**src/rtl/pipe_ctrl_unit_if.sv**
```systemverilog
// ID-stage instruction fields in; stall/flush, per-stage control and forwarding selects out.
// The unit takes the slave side; the datapath (or a bench) takes the master side.
interface pipe_ctrl_unit_if #(
    parameter int REG_AW = 5,
    parameter int OPC_W  = 7
);
    logic              id_valid;
    logic [OPC_W-1:0]  id_opcode;
    logic [REG_AW-1:0] id_rs1;
    logic [REG_AW-1:0] id_rs2;
    logic [REG_AW-1:0] id_rd;
    logic              ex_branch_taken;

    logic              stall;
    logic              flush;
    logic              ex_reg_write;
    logic              ex_mem_read;
    logic              ex_mem_write;
    logic              ex_alu_src;
    logic              ex_branch;
    logic [REG_AW-1:0] ex_rd;
    logic              mem_reg_write;
    logic              mem_mem_read;
    logic              mem_mem_write;
    logic              mem_mem_to_reg;
    logic [REG_AW-1:0] mem_rd;
    logic              wb_reg_write;
    logic              wb_mem_to_reg;
    logic [REG_AW-1:0] wb_rd;
    logic [1:0]        fwd_a;
    logic [1:0]        fwd_b;

    modport master (
        output id_valid, id_opcode, id_rs1, id_rs2, id_rd, ex_branch_taken,
        input  stall, flush,
        input  ex_reg_write, ex_mem_read, ex_mem_write, ex_alu_src, ex_branch, ex_rd,
        input  mem_reg_write, mem_mem_read, mem_mem_write, mem_mem_to_reg, mem_rd,
        input  wb_reg_write, wb_mem_to_reg, wb_rd,
        input  fwd_a, fwd_b
    );

    modport slave (
        input  id_valid, id_opcode, id_rs1, id_rs2, id_rd, ex_branch_taken,
        output stall, flush,
        output ex_reg_write, ex_mem_read, ex_mem_write, ex_alu_src, ex_branch, ex_rd,
        output mem_reg_write, mem_mem_read, mem_mem_write, mem_mem_to_reg, mem_rd,
        output wb_reg_write, wb_mem_to_reg, wb_rd,
        output fwd_a, fwd_b
    );
endinterface

```
**src/rtl/pipe_ctrl_unit.sv**
```systemverilog
// Pipeline control for the 5-stage core: ID decode, ID/EX..MEM/WB control registers,
// load-use / RAW hazard stall, taken-branch flush and EX operand forwarding selects.
module pipe_ctrl_unit #(
    parameter int REG_AW = 5,
    parameter int OPC_W  = 7,
    parameter bit FWD_EN = 1'b1
) (
    input logic             clk,
    input logic             rst_n,
    pipe_ctrl_unit_if.slave bus
);
    typedef logic [REG_AW-1:0] reg_addr_t;

    typedef struct packed {
        logic rw;
        logic mr;
        logic mw;
        logic m2r;
        logic alu_src;
        logic br;
    } ctrl_t;

    localparam logic [OPC_W-1:0] OPC_LOAD   = OPC_W'(7'b0000011);
    localparam logic [OPC_W-1:0] OPC_STORE  = OPC_W'(7'b0100011);
    localparam logic [OPC_W-1:0] OPC_RTYPE  = OPC_W'(7'b0110011);
    localparam logic [OPC_W-1:0] OPC_IALU   = OPC_W'(7'b0010011);
    localparam logic [OPC_W-1:0] OPC_BRANCH = OPC_W'(7'b1100011);

    ctrl_t     id_ctrl;
    logic      uses_rs1;
    logic      uses_rs2;

    ctrl_t     ex_c;
    reg_addr_t ex_rd_q, ex_rs1_q, ex_rs2_q;
    logic      mem_rw, mem_mr, mem_mw, mem_m2r;
    reg_addr_t mem_rd_q;
    logic      wb_rw, wb_m2r;
    reg_addr_t wb_rd_q;

    logic      ex_hit, mem_hit, load_use, raw_hz, stall_w, flush_w;

    always_comb begin
        // NOTE: every signal written here gets a default first, so no path infers a latch.
        id_ctrl  = '0;
        uses_rs1 = 1'b0;
        uses_rs2 = 1'b0;
        if (bus.id_valid) begin
            case (bus.id_opcode)
                OPC_LOAD:   begin id_ctrl = '{rw: 1'b1, mr: 1'b1, mw: 1'b0, m2r: 1'b1, alu_src: 1'b1, br: 1'b0}; uses_rs1 = 1'b1; end
                OPC_STORE:  begin id_ctrl = '{rw: 1'b0, mr: 1'b0, mw: 1'b1, m2r: 1'b0, alu_src: 1'b1, br: 1'b0}; uses_rs1 = 1'b1; uses_rs2 = 1'b1; end
                OPC_RTYPE:  begin id_ctrl = '{rw: 1'b1, mr: 1'b0, mw: 1'b0, m2r: 1'b0, alu_src: 1'b0, br: 1'b0}; uses_rs1 = 1'b1; uses_rs2 = 1'b1; end
                OPC_IALU:   begin id_ctrl = '{rw: 1'b1, mr: 1'b0, mw: 1'b0, m2r: 1'b0, alu_src: 1'b1, br: 1'b0}; uses_rs1 = 1'b1; end
                OPC_BRANCH: begin id_ctrl = '{rw: 1'b0, mr: 1'b0, mw: 1'b0, m2r: 1'b0, alu_src: 1'b0, br: 1'b1}; uses_rs1 = 1'b1; uses_rs2 = 1'b1; end
                default: ;
            endcase
        end
        // Writes to x0 are architecturally discarded, so never let them look like producers.
        if (bus.id_rd == '0) id_ctrl.rw = 1'b0;
    end

    // A nonzero producer rd matching a source the ID instruction actually reads.
    assign ex_hit  = (ex_rd_q != '0) &&
                     ((uses_rs1 && ex_rd_q == bus.id_rs1) || (uses_rs2 && ex_rd_q == bus.id_rs2));
    assign mem_hit = (mem_rd_q != '0) &&
                     ((uses_rs1 && mem_rd_q == bus.id_rs1) || (uses_rs2 && mem_rd_q == bus.id_rs2));

    assign load_use = bus.id_valid && ex_c.mr && ex_hit;
    assign raw_hz   = !FWD_EN && bus.id_valid && ((ex_c.rw && ex_hit) || (mem_rw && mem_hit));
    assign flush_w  = ex_c.br && bus.ex_branch_taken;
    assign stall_w  = (load_use || raw_hz) && !flush_w;

    always_ff @(posedge clk or negedge rst_n) begin
        if (!rst_n) begin
            ex_c     <= '0;
            ex_rd_q  <= '0;
            ex_rs1_q <= '0;
            ex_rs2_q <= '0;
        end else if (stall_w || flush_w || !uses_rs1) begin
            // NOTE: state registers use nonblocking assignment so every stage samples pre-edge values.
            ex_c     <= '0;
            ex_rd_q  <= '0;
            ex_rs1_q <= '0;
            ex_rs2_q <= '0;
        end else begin
            ex_c     <= id_ctrl;
            ex_rd_q  <= bus.id_rd;
            ex_rs1_q <= bus.id_rs1;
            ex_rs2_q <= bus.id_rs2;
        end
    end

    always_ff @(posedge clk or negedge rst_n) begin
        if (!rst_n) begin
            mem_rw   <= 1'b0;
            mem_mr   <= 1'b0;
            mem_mw   <= 1'b0;
            mem_m2r  <= 1'b0;
            mem_rd_q <= '0;
            wb_rw    <= 1'b0;
            wb_m2r   <= 1'b0;
            wb_rd_q  <= '0;
        end else begin
            mem_rw   <= ex_c.rw;
            mem_mr   <= ex_c.mr;
            mem_mw   <= ex_c.mw;
            mem_m2r  <= ex_c.m2r;
            mem_rd_q <= ex_rd_q;
            wb_rw    <= mem_rw;
            wb_m2r   <= mem_m2r;
            wb_rd_q  <= mem_rd_q;
        end
    end

    // MEM is checked first: it holds the youngest value for that register.
    function automatic logic [1:0] fwd_sel(input reg_addr_t rs,
                                           input logic m_rw, input reg_addr_t m_rd,
                                           input logic w_rw, input reg_addr_t w_rd);
        if (m_rw && m_rd != '0 && m_rd == rs) return 2'b10;
        if (w_rw && w_rd != '0 && w_rd == rs) return 2'b01;
        return 2'b00;
    endfunction

    assign bus.fwd_a = FWD_EN ? fwd_sel(ex_rs1_q, mem_rw, mem_rd_q, wb_rw, wb_rd_q) : 2'b00;
    assign bus.fwd_b = FWD_EN ? fwd_sel(ex_rs2_q, mem_rw, mem_rd_q, wb_rw, wb_rd_q) : 2'b00;

    assign bus.stall          = stall_w;
    assign bus.flush          = flush_w;
    assign bus.ex_reg_write   = ex_c.rw;
    assign bus.ex_mem_read    = ex_c.mr;
    assign bus.ex_mem_write   = ex_c.mw;
    assign bus.ex_alu_src     = ex_c.alu_src;
    assign bus.ex_branch      = ex_c.br;
    assign bus.ex_rd          = ex_rd_q;
    assign bus.mem_reg_write  = mem_rw;
    assign bus.mem_mem_read   = mem_mr;
    assign bus.mem_mem_write  = mem_mw;
    assign bus.mem_mem_to_reg = mem_m2r;
    assign bus.mem_rd         = mem_rd_q;
    assign bus.wb_reg_write   = wb_rw;
    assign bus.wb_mem_to_reg  = wb_m2r;
    assign bus.wb_rd          = wb_rd_q;
endmodule

```
**src/flat_wrapper.sv**
```systemverilog
// flat-port wrapper written by rule: the top's interface ports become plain ports
module pipe_ctrl_unit_flat 
#(
    parameter int REG_AW = 5,
    parameter int OPC_W  = 7,
    parameter bit FWD_EN = 1'b1
)
  (clk, rst_n, bus_id_valid, bus_id_opcode, bus_id_rs1, bus_id_rs2, bus_id_rd, bus_ex_branch_taken, bus_stall, bus_flush, bus_ex_reg_write, bus_ex_mem_read, bus_ex_mem_write, bus_ex_alu_src, bus_ex_branch, bus_ex_rd, bus_mem_reg_write, bus_mem_mem_read, bus_mem_mem_write, bus_mem_mem_to_reg, bus_mem_rd, bus_wb_reg_write, bus_wb_mem_to_reg, bus_wb_rd, bus_fwd_a, bus_fwd_b);
  pipe_ctrl_unit_if #(.REG_AW(REG_AW), .OPC_W(OPC_W)) bus_i ();
  input logic clk;
  input logic rst_n;
  input wire logic [$bits(bus_i.id_valid)-1:0] bus_id_valid;
  input wire logic [$bits(bus_i.id_opcode)-1:0] bus_id_opcode;
  input wire logic [$bits(bus_i.id_rs1)-1:0] bus_id_rs1;
  input wire logic [$bits(bus_i.id_rs2)-1:0] bus_id_rs2;
  input wire logic [$bits(bus_i.id_rd)-1:0] bus_id_rd;
  input wire logic [$bits(bus_i.ex_branch_taken)-1:0] bus_ex_branch_taken;
  output wire logic [$bits(bus_i.stall)-1:0] bus_stall;
  output wire logic [$bits(bus_i.flush)-1:0] bus_flush;
  output wire logic [$bits(bus_i.ex_reg_write)-1:0] bus_ex_reg_write;
  output wire logic [$bits(bus_i.ex_mem_read)-1:0] bus_ex_mem_read;
  output wire logic [$bits(bus_i.ex_mem_write)-1:0] bus_ex_mem_write;
  output wire logic [$bits(bus_i.ex_alu_src)-1:0] bus_ex_alu_src;
  output wire logic [$bits(bus_i.ex_branch)-1:0] bus_ex_branch;
  output wire logic [$bits(bus_i.ex_rd)-1:0] bus_ex_rd;
  output wire logic [$bits(bus_i.mem_reg_write)-1:0] bus_mem_reg_write;
  output wire logic [$bits(bus_i.mem_mem_read)-1:0] bus_mem_mem_read;
  output wire logic [$bits(bus_i.mem_mem_write)-1:0] bus_mem_mem_write;
  output wire logic [$bits(bus_i.mem_mem_to_reg)-1:0] bus_mem_mem_to_reg;
  output wire logic [$bits(bus_i.mem_rd)-1:0] bus_mem_rd;
  output wire logic [$bits(bus_i.wb_reg_write)-1:0] bus_wb_reg_write;
  output wire logic [$bits(bus_i.wb_mem_to_reg)-1:0] bus_wb_mem_to_reg;
  output wire logic [$bits(bus_i.wb_rd)-1:0] bus_wb_rd;
  output wire logic [$bits(bus_i.fwd_a)-1:0] bus_fwd_a;
  output wire logic [$bits(bus_i.fwd_b)-1:0] bus_fwd_b;
  assign bus_i.id_valid = bus_id_valid;
  assign bus_i.id_opcode = bus_id_opcode;
  assign bus_i.id_rs1 = bus_id_rs1;
  assign bus_i.id_rs2 = bus_id_rs2;
  assign bus_i.id_rd = bus_id_rd;
  assign bus_i.ex_branch_taken = bus_ex_branch_taken;
  assign bus_stall = bus_i.stall;
  assign bus_flush = bus_i.flush;
  assign bus_ex_reg_write = bus_i.ex_reg_write;
  assign bus_ex_mem_read = bus_i.ex_mem_read;
  assign bus_ex_mem_write = bus_i.ex_mem_write;
  assign bus_ex_alu_src = bus_i.ex_alu_src;
  assign bus_ex_branch = bus_i.ex_branch;
  assign bus_ex_rd = bus_i.ex_rd;
  assign bus_mem_reg_write = bus_i.mem_reg_write;
  assign bus_mem_mem_read = bus_i.mem_mem_read;
  assign bus_mem_mem_write = bus_i.mem_mem_write;
  assign bus_mem_mem_to_reg = bus_i.mem_mem_to_reg;
  assign bus_mem_rd = bus_i.mem_rd;
  assign bus_wb_reg_write = bus_i.wb_reg_write;
  assign bus_wb_mem_to_reg = bus_i.wb_mem_to_reg;
  assign bus_wb_rd = bus_i.wb_rd;
  assign bus_fwd_a = bus_i.fwd_a;
  assign bus_fwd_b = bus_i.fwd_b;
  pipe_ctrl_unit #(.REG_AW(REG_AW), .OPC_W(OPC_W), .FWD_EN(FWD_EN)) u_core (.clk(clk), .rst_n(rst_n), .bus(bus_i));
endmodule
```
**config.mk**
```make
export PLATFORM = sky130hd
export DESIGN_NAME = pipe_ctrl_unit_flat
export DESIGN_NICKNAME = d
export VERILOG_FILES = /design/src/rtl/pipe_ctrl_unit_if.sv /design/src/rtl/pipe_ctrl_unit.sv /design/src/flat_wrapper.sv
export SDC_FILE = /design/constraint.sdc
export NUM_CORES = 1
export LEC_CHECK = 0
export CELL_PAD_IN_SITES_DETAIL_PLACEMENT = 1
export CELL_PAD_IN_SITES_GLOBAL_PLACEMENT = 1
export CORE_UTILIZATION = 33
export DETAILED_ROUTE_END_ITERATION = 6
export GPL_TIMING_DRIVEN = 0
export PLACE_DENSITY = 0.75
export SKIP_LAST_GASP = 1
export SYNTH_ARGS = -nofsm -noshare
export SYNTH_HDL_FRONTEND = slang
export SYNTH_SLANG_ARGS = --single-unit
```
**constraint.sdc**
```tcl
create_clock -name clk -period 2.4 [get_ports clk]
set_input_delay 0.72 -clock clk [delete_from_list [all_inputs] [get_ports clk]]
set_output_delay 0.72 -clock clk [all_outputs]
set_load 0.1 [all_outputs]
```
==> impl_metrics.py <==
metrics = {
    "detailed_routing": {
        "routed_wl_um": 4877,
        "dr.pass1.iters": 6,
        "detail_route.wl_per_cell_um": 18.47,
        "final_antenna_net_count": 0,
        "drcViolationCount": 0,
        "vias_per_cell": 5.121,
        "drt_iter0_drc": 31,
        "vias": 1352,
    },
    "synthesis": {
        "syn_inst": 140,
        "avgSynthCellArea_sq_um": 11.38,
        "yosys_warnings": 0,
        "syn-cell-area_sq_um": 1593,
        "ys_seq_elements": 35,
        "synth_cell_type_count": 30,
        "syn_nets": 166,
        "ys_seq_area_share_pct": 54.99,
    },
    "clock_tree": {
        "cts_made_buffers": 5,
        "path_clk_slew_ns": 0.07,
        "clockBufferDepth": 2,
        "clkLatencyLatePin_ns": 0.29,
        "clockRootBuffer": "clkbuf_8",
        "cts_tree": "built",
        "cts_sinks": 35,
        "cts_htree_levels": 2,
    },
    "sta": {
        "setup_viol": 5,
        "relSlewSlack_pct": 35.67,
        "finalSetupTns_ns": -1.350,
        "fin_crit_sh_pct": 114.9,
        "hold_viol_final": 0,
        "drv_slew": 0,
        "rsz0062_at_grt": "true",
        "clock_skew_ns": 0.006258,
        "whs_ns": 0.3719,
        "worst_slew_pin_slew_ns": 0.9687,
        "final.min_clock_period_ns": 2.757,
        "worst_slack_ns": -0.3572,
        "fmax_mhz": 362.7,
    },
    "floorplanning": {
        "fp.dieH_um": 71.48,
        "core_sq_um": 4504,
        "initial_utilization_pct": 35.36,
        "row_count": 24,
        "die_w_um": 71.48,
        "io-pin-count": 58,
        "die_area_sq_um": 5109,
    },
    "grt": {
        "overflow": 0,
        "antenna_found_initial": 0,
        "grt_pass1_vias": 1529,
        "track_usage_pct": 20.26,
        "grt_pass1_wl_um": 7617,
        "grt_max_degree": 36,
    },
    "hold_path": {
        "hold_depth": 0,
        "hp-start": "u_core.bus.ex_mem_write$_DFF_PN0_",
        "hold_path.class": "reg2reg",
        "min_to": "u_core.bus.mem_mem_write$_DFF_PN0_",
    },
    "worst_setup_path": {
        "rr_startpoint": "u_core.bus.ex_rd[2]$_DFF_PN0_",
        "worst_path_largest_cell_delay_ns": 0.56,
        "crit_chain": "or4_4 -> o21ai_4 -> nor4_4 -> nor4_4 -> buf_6",
        "cpMostUsedCell": "nor4_4",
        "reg2reg_depth": 7,
        "path_class": "reg2out",
        "rrSetupSlack_ns": 0.36,
        "critPathBufInv": 1,
        "startpoint_type": "flop",
        "worstPathRequired_ns": 1.68,
        "worstPathArrival_ns": 2.04,
        "cp_slowest_cell": "or4_4",
        "cp-end-kind": "output port",
        "r2r-end": "u_core.ex_rs1_q[3]$_DFF_PN0_",
        "cp_max_fo": 4,
        "critPathTopFamily": "simple AND/OR/NAND/NOR gates",
    },
    "layout": {
        "regArea_sq_um": 922.1,
        "antennaDiodeCount": 0,
        "fin_nets": 237,
        "drive_gt1_share_pct": 36.79,
        "areaGrowthSynthToFinish_pct": 62.29,
        "final_cell_mix": "dlygate4sd2_1 (30), dfrtp_1 (18), nand3_1 (17)",
        "final_cell_area_sq_um": 2585,
        "instances_no_fill": 264,
        "nFillCells": 480,
        "multi_input_area_sq_um": 865.8,
        "final_common_cell": "dlygate4sd2_1",
    },
    "power": {
        "p_int_mw": 0.9812,
        "irDropWorstVdd_uv": 328.5,
        "combinationalPowerShare_pct": 10.1,
        "power.density_nw_per_um2": 493.1,
        "p_sw_mw": 0.2935,
        "p_leak_nw": 1.326,
        "seqPwrFrac_pct": 47.0,
        "swShare_pct": 23.02,
        "power.share.clock_pct": 42.9,
    },
    "place": {
        "place_ws_ns": -1.632,
        "routabilityCongestion": 0.8288,
        "place_area_sq_um": 2386,
        "detailed_place_hpwl_um": 3606,
        "io_buffers": 57,
        "dp.cells": 249,
    },
    "status": {
        "outcome": "finished, violations left",
        "violations": "setup timing",
    },
    "flow_run": {
        "drv_cap": 0,
    },
}
## cell usage after synthesis (all sizes together)
master / number / area share [%]
a21o: 1 / 0.47
o311a: 1 / 0.63
nor2: 16 / 3.8
nand2: 2 / 0.47
buf: 5 / 2.1
dfrtp: 35 / 55
a2111oi: 1 / 0.94
xnor2: 14 / 7.7
a21boi: 1 / 0.47
nand4: 1 / 0.39
or3: 1 / 0.39
inv: 1 / 0.24
nand2b: 2 / 0.79
o21a: 1 / 0.47
nand3: 18 / 5.7
a21oi: 1 / 0.31
xor2: 16 / 8.8
o211a: 1 / 0.63
nand4bb: 1 / 0.71
clkbuf: 1 / 0.24
o21ai: 3 / 0.94
nor4b: 1 / 1.5
nor3: 2 / 0.63
and2: 1 / 0.39
nor4: 7 / 3.5
or4: 6 / 2.8
## worst max path at each step
stage,cells after the start,from,end
6_report,5,u_core.bus.mem_rd[4]$_DFF_PN0_,bus_fwd_a[0]
5_1_grt,5,u_core.bus.mem_rd[4]$_DFF_PN0_,bus_fwd_b[0]
4_1_cts,4,u_core.bus.wb_rd[4]$_DFF_PN0_,bus_fwd_a[0]
3_5_place_dp,6,bus_id_opcode[6],bus_stall
3_3_place_gp,6,bus_id_opcode[6],bus_stall
2_1_floorplan,4,u_core.bus.mem_rd[4]$_DFF_PN0_,bus_fwd_a[0]
## per-stage QoR
stage                     utilization (%)  power (mW)
after floorplan                         -      0.6639
after global placement              53.08      0.7376
after detailed placement            52.97      0.7398
after CTS                           55.89       1.278
after global routing                57.39       1.311
final                               57.39       1.275
## power groups by stage
stage,sequential (mW),combinational [mW],clock [mW]
after floorplan,0.629,0.0346,0
after global placement,0.611,0.127,0
after detailed placement,0.611,0.129,0
after CTS,0.599,0.124,0.554
after global routing,0.599,0.138,0.574
final,0.599,0.129,0.547
## logic make-up (layout without fill, tap and decap cells)
kind of cell,Yosys count,in the layout,share of synthesized area (%)
AND/OR/NAND/NOR,58,58,21.05
flip-flops,35,35,54.99
XOR/XNOR,30,30,16.50
AO/OA/AOI/OAI,10,10,4.870
buffers and inverters,7,79,2.592
## layout make-up
type,count,area share [%]
Timing Repair Buffer,64,22.02
Buffer,6,1.452
Multi-Input combinational cell,98,33.49
Sequential cell,35,35.67
Inverter,1,0.2904
Clock buffer,6,3.195
Tap cell,52,2.517
Clock inverter,2,1.355
## per-layer routing
layer	track usage, %	wire [um]
met2	39.58	2691
met1	21.40	1884
met3	4.079	200
met4	7.190	100
met5	0	0
## what timing repair did
item | in CTS | in global routing
hold buffers | 0 | 0
setup buffers | 4 | 3
endpoints found under the setup margin | 32 | 6
pin swaps | 10 | 9
gates resized for setup | 94 | 34
No activity file was read; power rests on OpenSTA's default activity.
